$ cat src/rtl/regfile_pkg.sv
// Shared widths and well-known register indices for the writeback register file.
package regfile_pkg;

   localparam int unsigned NUM_REGS  = 32;
   localparam int unsigned REG_IDX_W = 5;
   localparam int unsigned DATA_W    = 32;

   typedef logic [REG_IDX_W-1:0] idx_t;
   typedef logic [DATA_W-1:0]    word_t;
   typedef logic [NUM_REGS-1:0][DATA_W-1:0] reg_array_t;

   localparam idx_t REG_ZERO = idx_t'(0);
   localparam idx_t REG_RA   = idx_t'(31);

endpackage

$ cat src/rtl/regfile_read_port.sv
// One combinational read port: array select, $0 forced to zero, same-cycle write bypass.
module regfile_read_port
   import regfile_pkg::*;
(
   input  logic [REG_IDX_W-1:0]           idx,
   input  logic [NUM_REGS-1:0][DATA_W-1:0] regs,
   input  logic                           byp_en,
   input  logic [REG_IDX_W-1:0]           byp_idx,
   input  logic [DATA_W-1:0]              byp_data,
   output logic [DATA_W-1:0]              data
);

   always_comb begin
      data = regs[idx];
      if (byp_en && (byp_idx == idx)) begin
         data = byp_data;
      end
      if (idx == REG_ZERO) begin
         data = '0;
      end
   end

endmodule

$ cat src/rtl/register_file_wb.sv
// 32x32 register file written from the writeback stage, with jal link override
// and a count of committed writes.
module register_file_wb
   import regfile_pkg::*;
(
   input  logic                 Clk,
   input  logic                 Reset,
   input  logic                 RegWrite,
   input  logic [REG_IDX_W-1:0] WriteReg,
   input  logic [DATA_W-1:0]    WriteData,
   input  logic [DATA_W-1:0]    PCNEW,
   input  logic                 Link,
   input  logic [REG_IDX_W-1:0] ReadReg1,
   input  logic [REG_IDX_W-1:0] ReadReg2,
   output logic [DATA_W-1:0]    ReadData1,
   output logic [DATA_W-1:0]    ReadData2,
   output logic [DATA_W-1:0]    WriteCount
);

   reg_array_t regs;
   word_t      write_count;
   idx_t       eff_dst;
   word_t      eff_data;
   logic       eff_en;
   logic       commit;

   always_comb begin
      eff_en   = RegWrite;
      eff_dst  = WriteReg;
      eff_data = WriteData;
      if (Link) begin
         eff_en   = 1'b1;
         eff_dst  = REG_RA;
         eff_data = PCNEW;
      end
   end

   // Gating with Reset also suppresses the read bypass while reset is held.
   assign commit = eff_en && (eff_dst != REG_ZERO) && !Reset;

   always_ff @(posedge Clk or posedge Reset) begin
      if (Reset) begin
         regs        <= '0;
         write_count <= '0;
      end else if (commit) begin
         regs[eff_dst] <= eff_data;
         write_count   <= write_count + word_t'(1);
      end
   end

   assign WriteCount = write_count;

   regfile_read_port u_rd1 (
      .idx      (ReadReg1),
      .regs     (regs),
      .byp_en   (commit),
      .byp_idx  (eff_dst),
      .byp_data (eff_data),
      .data     (ReadData1)
   );

   regfile_read_port u_rd2 (
      .idx      (ReadReg2),
      .regs     (regs),
      .byp_en   (commit),
      .byp_idx  (eff_dst),
      .byp_data (eff_data),
      .data     (ReadData2)
   );

endmodule

$ cat config.mk
export PLATFORM = sky130hd
export DESIGN_NAME = register_file_wb
export DESIGN_NICKNAME = d
export VERILOG_FILES = /design/src/rtl/regfile_pkg.sv /design/src/rtl/regfile_read_port.sv /design/src/rtl/register_file_wb.sv
export SDC_FILE = /design/constraint.sdc
export NUM_CORES = 2
export LEC_CHECK = 0
export ABC_CLOCK_PERIOD_IN_PS = 30700
export BUFFER_PORTS_ARGS = -buffer_cell sky130_fd_sc_hd__buf_2
export CAP_MARGIN = 40
export CORE_ASPECT_RATIO = 1.25
export CORE_MARGIN = 2
export CORE_UTILIZATION = 25
export CTS_CLUSTER_SIZE = 10
export DETAILED_ROUTE_END_ITERATION = 16
export SYNTH_ARGS = -nofsm -noshare
export SYNTH_HDL_FRONTEND = slang
export SYNTH_SLANG_ARGS = --single-unit
export TNS_END_PERCENT = 50
$ cat constraint.sdc
create_clock -name Clk -period 30.7 [get_ports Clk]
set_input_delay 3.07 -clock Clk [delete_from_list [all_inputs] [get_ports Clk]]
set_output_delay 3.07 -clock Clk [all_outputs]
set_load 0.05 [all_outputs]
; ---- Word-level counts from Yosys, hierarchy flattened
; Index checks and enable logic that the tools add are counted.
[totals]
ff_bits = 1056
elab_cells = 63
[classes]
n_addsub = 1
magnitude_cmp = 4
eq_ne = 2
muxes = 14
reduce_logical = 9
[op_table]
columns = op, n
row1 = bitwise mux 1024 bit, 1
row2 = binary-select mux 32 bit (select 5 bit), 2
row3 = 2-to-1 mux 32 bit, 8
row4 = demux 32 bit (select 5 bit), 1
row5 = adder 32 x 1 -> 32 bit (second input constant), 1
row6 = < comparator 5 x 6 -> 1 bit (second input constant), 3
row7 = == test 5 bit, 2
row8 = zero test 5 bit, 2
row9 = greater-or-equal comparator 5 x 1 -> 1 bit (second input constant), 1
row10 = logical AND 1 bit, 5
row11 = 2-to-1 mux 5 bit, 1
row12 = nonzero test 5 bit, 1
row13 = zero test 1 bit, 1
row14 = 2-to-1 mux 1 bit, 1

; ---- Logic depth before layout (Yosys ltp)
[logic_depth]
word_depth = 7
mapped_depth = 10
depth_no_buf = 5

; ---- Modules after synthesis
; From an unflattened synthesis, not the netlist that was laid out.
[unflattened]
cells_unflattened = 5294
area_unflattened_um2 = 56098.8
[modules_own_cells]
columns = mod, instances, cells_per_inst, area_each_um2
row1 = register_file_wb, 1, 3590, 37918.9
row2 = regfile_read_port, 2, 852, 9090.0

; ---- Worst setup path before layout
; OpenSTA, ideal clock, no wires.
[synth_timing]
path_type = input port to output port
startpoint = input port ReadReg1[0]
endpoint = output port ReadData1[13]
arrival_time_ns = 5.490
required_time_ns = 27.630
path_slack_ns = 22.140
cell_stages = 10
cell_sequence = buf_4 > buf_6 > buf_6 > buf_6 > buf_6 > mux4_2 > o22ai_1 > nor2_1 > o221ai_1 > o32ai_1
[synth_between]
elab_chain_cells = 4
elab_cells_between_ends = 7
classes_between = eq/ne: 1 / mux: 4 / reduce/logical: 2
[synth_lines]
columns = item, line
row1 = "start, declared", register_file_wb.sv:13  ; input logic [REG_IDX_W-1:0] ReadReg1,
row2 = binary-select mux 32 bit (select 5 bit) or == test 5 bit (tied branches), "regfile_read_port.sv:14, regfile_read_port.sv:15"
row3 = 2-to-1 mux 32 bit (not written as such) or logical AND 1 bit (tied branches), "regfile_read_port.sv:14, regfile_read_port.sv:15"
row4 = 2-to-1 mux 32 bit, regfile_read_port.sv:15  ; if (byp_en && (byp_idx == idx)) begin
row5 = 2-to-1 mux 32 bit *, regfile_read_port.sv:18  ; if (idx == REG_ZERO) begin
row6 = "end, declared", register_file_wb.sv:15  ; output logic [DATA_W-1:0] ReadData1,
; Every way passes the cells marked *; elsewhere a longest branch is shown, timed or not. The select of a mux whose other input is x is not followed.

; ---- Worst setup path after layout
[layout_timing]
startpoint = input port ReadReg1[2]
endpoint = output port ReadData1[26]
; The elaborated chain is that of the path after synthesis.

==> impl_metrics.json <==
{
  "viasPerCell": 5.42,
  "critical_path_class": "primary input to primary output",
  "ant_nets": 0,
  "track_usage": 0.177,
  "r2r-start": "WriteCount[11]",
  "start_kind": "primary input",
  "synthArstFlopShare": 1.00,
  "post_drt_wl_per_cell_um": 25.7,
  "cts_tree": "done",
  "rsz0062_at_grt": "no",
  "period_needed_ns": 10.24,
  "cts-root-buf": "clkbuf_16",
  "gr-total-overflow": 0,
  "slew_headroom": 0.208,
  "synth_nets": 5037,
  "grt_max_degree": 188,
  "r2r_slack_ns": 28.59,
  "ios": 179,
  "finalWirelength_mm": 200,
  "peakVddDrop_mv": 0.0472,
  "netlist_instances": 4953,
  "die_h_um": 526,
  "finClkSkew_ns": 0.00413,
  "avgSynthCellArea_um2": 11.0,
  "design_area_um2": 62300,
  "cts_sinks": 1056,
  "die_w_um": 422,
  "postCtsHoldBufs": 0,
  "synth-edff-count": 0,
  "grt_pass1_wl_mm": 291,
  "slew_viol_final": 0,
  "worst_pin_slew_ns": 1.19,
  "grtUsageMet2": 0.280,
  "end_kind": "primary output",
  "crit_fanout": 36,
  "min_from": "regs[18]",
  "gr-usage-met1": 0.223,
  "cap_violations": 0,
  "hold_depth": 0,
  "arrival_ns": 7.17,
  "r2r_end": "WriteCount[28]",
  "setup_tns_ns": 0,
  "syn_area_um2": 54500,
  "fin_nets": 4952,
  "grtUsageMet3": 0.0451,
  "postCtsSetupRepairBufs": 0,
  "finalHoldViolations": 0,
  "place_hpwl_mm": 120,
  "top_usage_layer": "met2",
  "clk_pin_slew_ns": 0.06,
  "fin_util": 0.288,
  "areaGrowthSynthToFinish_pct": 14.4,
  "num_vias": 42200,
  "yosys_register_bits": 1056,
  "dieArea_um2": 222000,
  "place_area_um2": 59200,
  "fin_crit_sh": 0.333,
  "leakagePower_nw": 26.1,
  "required_ns": 27.63,
  "fp.coreArea_um2": 217000,
  "clkLatencyLatePin_ns": 0.75,
  "drtIter0Drc": 4796,
  "cts_buffers": 116,
  "multi_input_area_um2": 25900,
  "timing.fmax_ghz": 0.0977,
  "ys_warn_count": 0,
  "setup_violations": 0,
  "hold_class": "register to register",
  "rows": 191,
  "drc": 0,
  "power_density_nw_per_um2": 60.0,
  "status": "completed",
  "htreeDepth": 3,
  "fill_cells": 22300,
  "start_util": 0.252,
  "drive_above_1_share": 0.212,
  "portBuffers": 178,
  "cts_buffer_depth": 3,
  "drt-pass1-iter-count": 6,
  "grt_pass1_vias": 42000,
  "ctsResizeCount": 0,
  "hold_slack_ns": 0.396,
  "worstHoldEndpoint": "regs[18]",
  "synth_cell_types": 61,
  "regArea_um2": 26400,
  "antenna_found_initial": 10,
  "place_congestion": 0.816,
  "seq_area_frac_synth": 0.485,
  "synthFlopType": "dfrtp_1",
  "rr_worst_depth": 5
}
==> per-stage QoR <==
stage                     power [W]  instances  setup slack, ns
after global placement      0.00246       7593            20.39
after CTS                   0.00375       7778            20.56
final                       0.00374       7781            20.46
after floorplan             0.00227       4953            13.07
after detailed placement    0.00250       7645            20.57
after global routing        0.00389       7779            20.49
==> power breakdown <==
| part | switching, W | total, W | internal, W |
|---|---|---|---|
| Combinational | 0.000417 | 0.000748 | 0.000331 |
| Sequential | 0.000151 | 0.00174 | 0.00159 |
| Clock | 0.000562 | 0.00125 | 0.000688 |
==> synthesized netlist by cell type, types with 13 or more instances <==
| master | instances | area share |
|---|---|---|
| a21oi_1 | 519 | 0.048 |
| a221o_1 | 31 | 0.0057 |
| buf_1 | 16 | 0.0011 |
| buf_2 | 168 | 0.015 |
| buf_4 | 39 | 0.0054 |
| buf_6 | 14 | 0.0029 |
| clkbuf_1 | 302 | 0.021 |
| dfrtp_1 | 1056 | 0.49 |
| inv_1 | 42 | 0.0029 |
| mux2i_1 | 165 | 0.030 |
| mux4_2 | 480 | 0.20 |
| nand2_1 | 584 | 0.040 |
| nand3_1 | 13 | 0.0012 |
| nor2_1 | 566 | 0.039 |
| nor2b_1 | 14 | 0.0016 |
| nor3_1 | 43 | 0.0040 |
| o21ai_0 | 519 | 0.048 |
| o22ai_1 | 179 | 0.021 |
| o31ai_1 | 32 | 0.0044 |
| or4_1 | 16 | 0.0022 |
| xnor2_1 | 18 | 0.0029 |
| xor2_1 | 18 | 0.0029 |
==> state kept, by name, summed over array words and instances, names as in the netlist <==
name        cells
WriteCount     32
regs         1024
==> routing by layer <==
metal,vias to the layer above,wire (um)
li1,17700,-
met1,21600,77300
met2,2302,92900
met3,568,19300
met4,8,10500
met5,-,61
==> cells in the final DEF, fill, tap and decap left out, types with 6 or more instances in the layout <==
cell,n
dfrtp_1,1056
nor2_1,566
nand2_1,564
o21ai_0,519
a21oi_1,518
mux4_2,480
o22ai_1,179
buf_2,171
mux2i_1,133
clkbuf_16,118
buf_4,105
nor3_1,42
inv_1,41
buf_16,33
o31ai_1,32
a221o_1,31
xnor2_1,18
xor2_1,18
mux2i_2,17
buf_12,17
nand2_4,16
or4_1,16
mux2i_4,15
nand3_1,12
nor4_1,10
a211oi_1,10
nand4_1,9
nor2b_1,8
o32ai_1,8
clkbuf_1,8
buf_8,8
and3_4,7
o221ai_1,6
==> worst max-delay path by stage <==
stage / from / endpoint / slack (ns) / depth (start not counted)
4_1_cts: ReadReg1[2] / ReadData1[15] / 20.56 / 8
3_3_place_gp: ReadReg2[0] / ReadData2[31] / 20.39 / 9
6_report: ReadReg1[2] / ReadData1[26] / 20.46 / 8
5_1_grt: ReadReg1[2] / ReadData1[29] / 20.49 / 9
3_5_place_dp: ReadReg1[2] / ReadData1[15] / 20.57 / 8
2_1_floorplan: Reset / WriteCount[0] / 13.07 / 1
==> kinds of logic after synthesis <==
kind of cell / after synthesis / synth area share
buf+inv: 583 / 0.0489
xor+xnor: 36 / 0.00579
simple gates: 1301 / 0.0970
fa+ha+maj: 1 / 0.000230
flops: 1056 / 0.485
mux: 648 / 0.229
compound gates: 1328 / 0.134
==> critical path, stage by stage <==
cell and delay, ns:
buf_4 0.38, buf_4 0.63, nand3b_1 0.71, buf_4 0.61
o22ai_1 0.19, or4_1 0.59, o22ai_1 0.50, buf_2 0.39
==> cell type report <==
class                           instances  share of cell area
Multi-Input combinational cell       3314               0.416
Sequential cell                      1056               0.424
Clock buffer                          127              0.0481
Antenna cell                            3            0.000121
Tap cell                             2895              0.0581
Inverter                               43             0.00265
Timing Repair Buffer                  337              0.0488
Clock inverter                          6             0.00217
(Power assumes the default switching activity.)
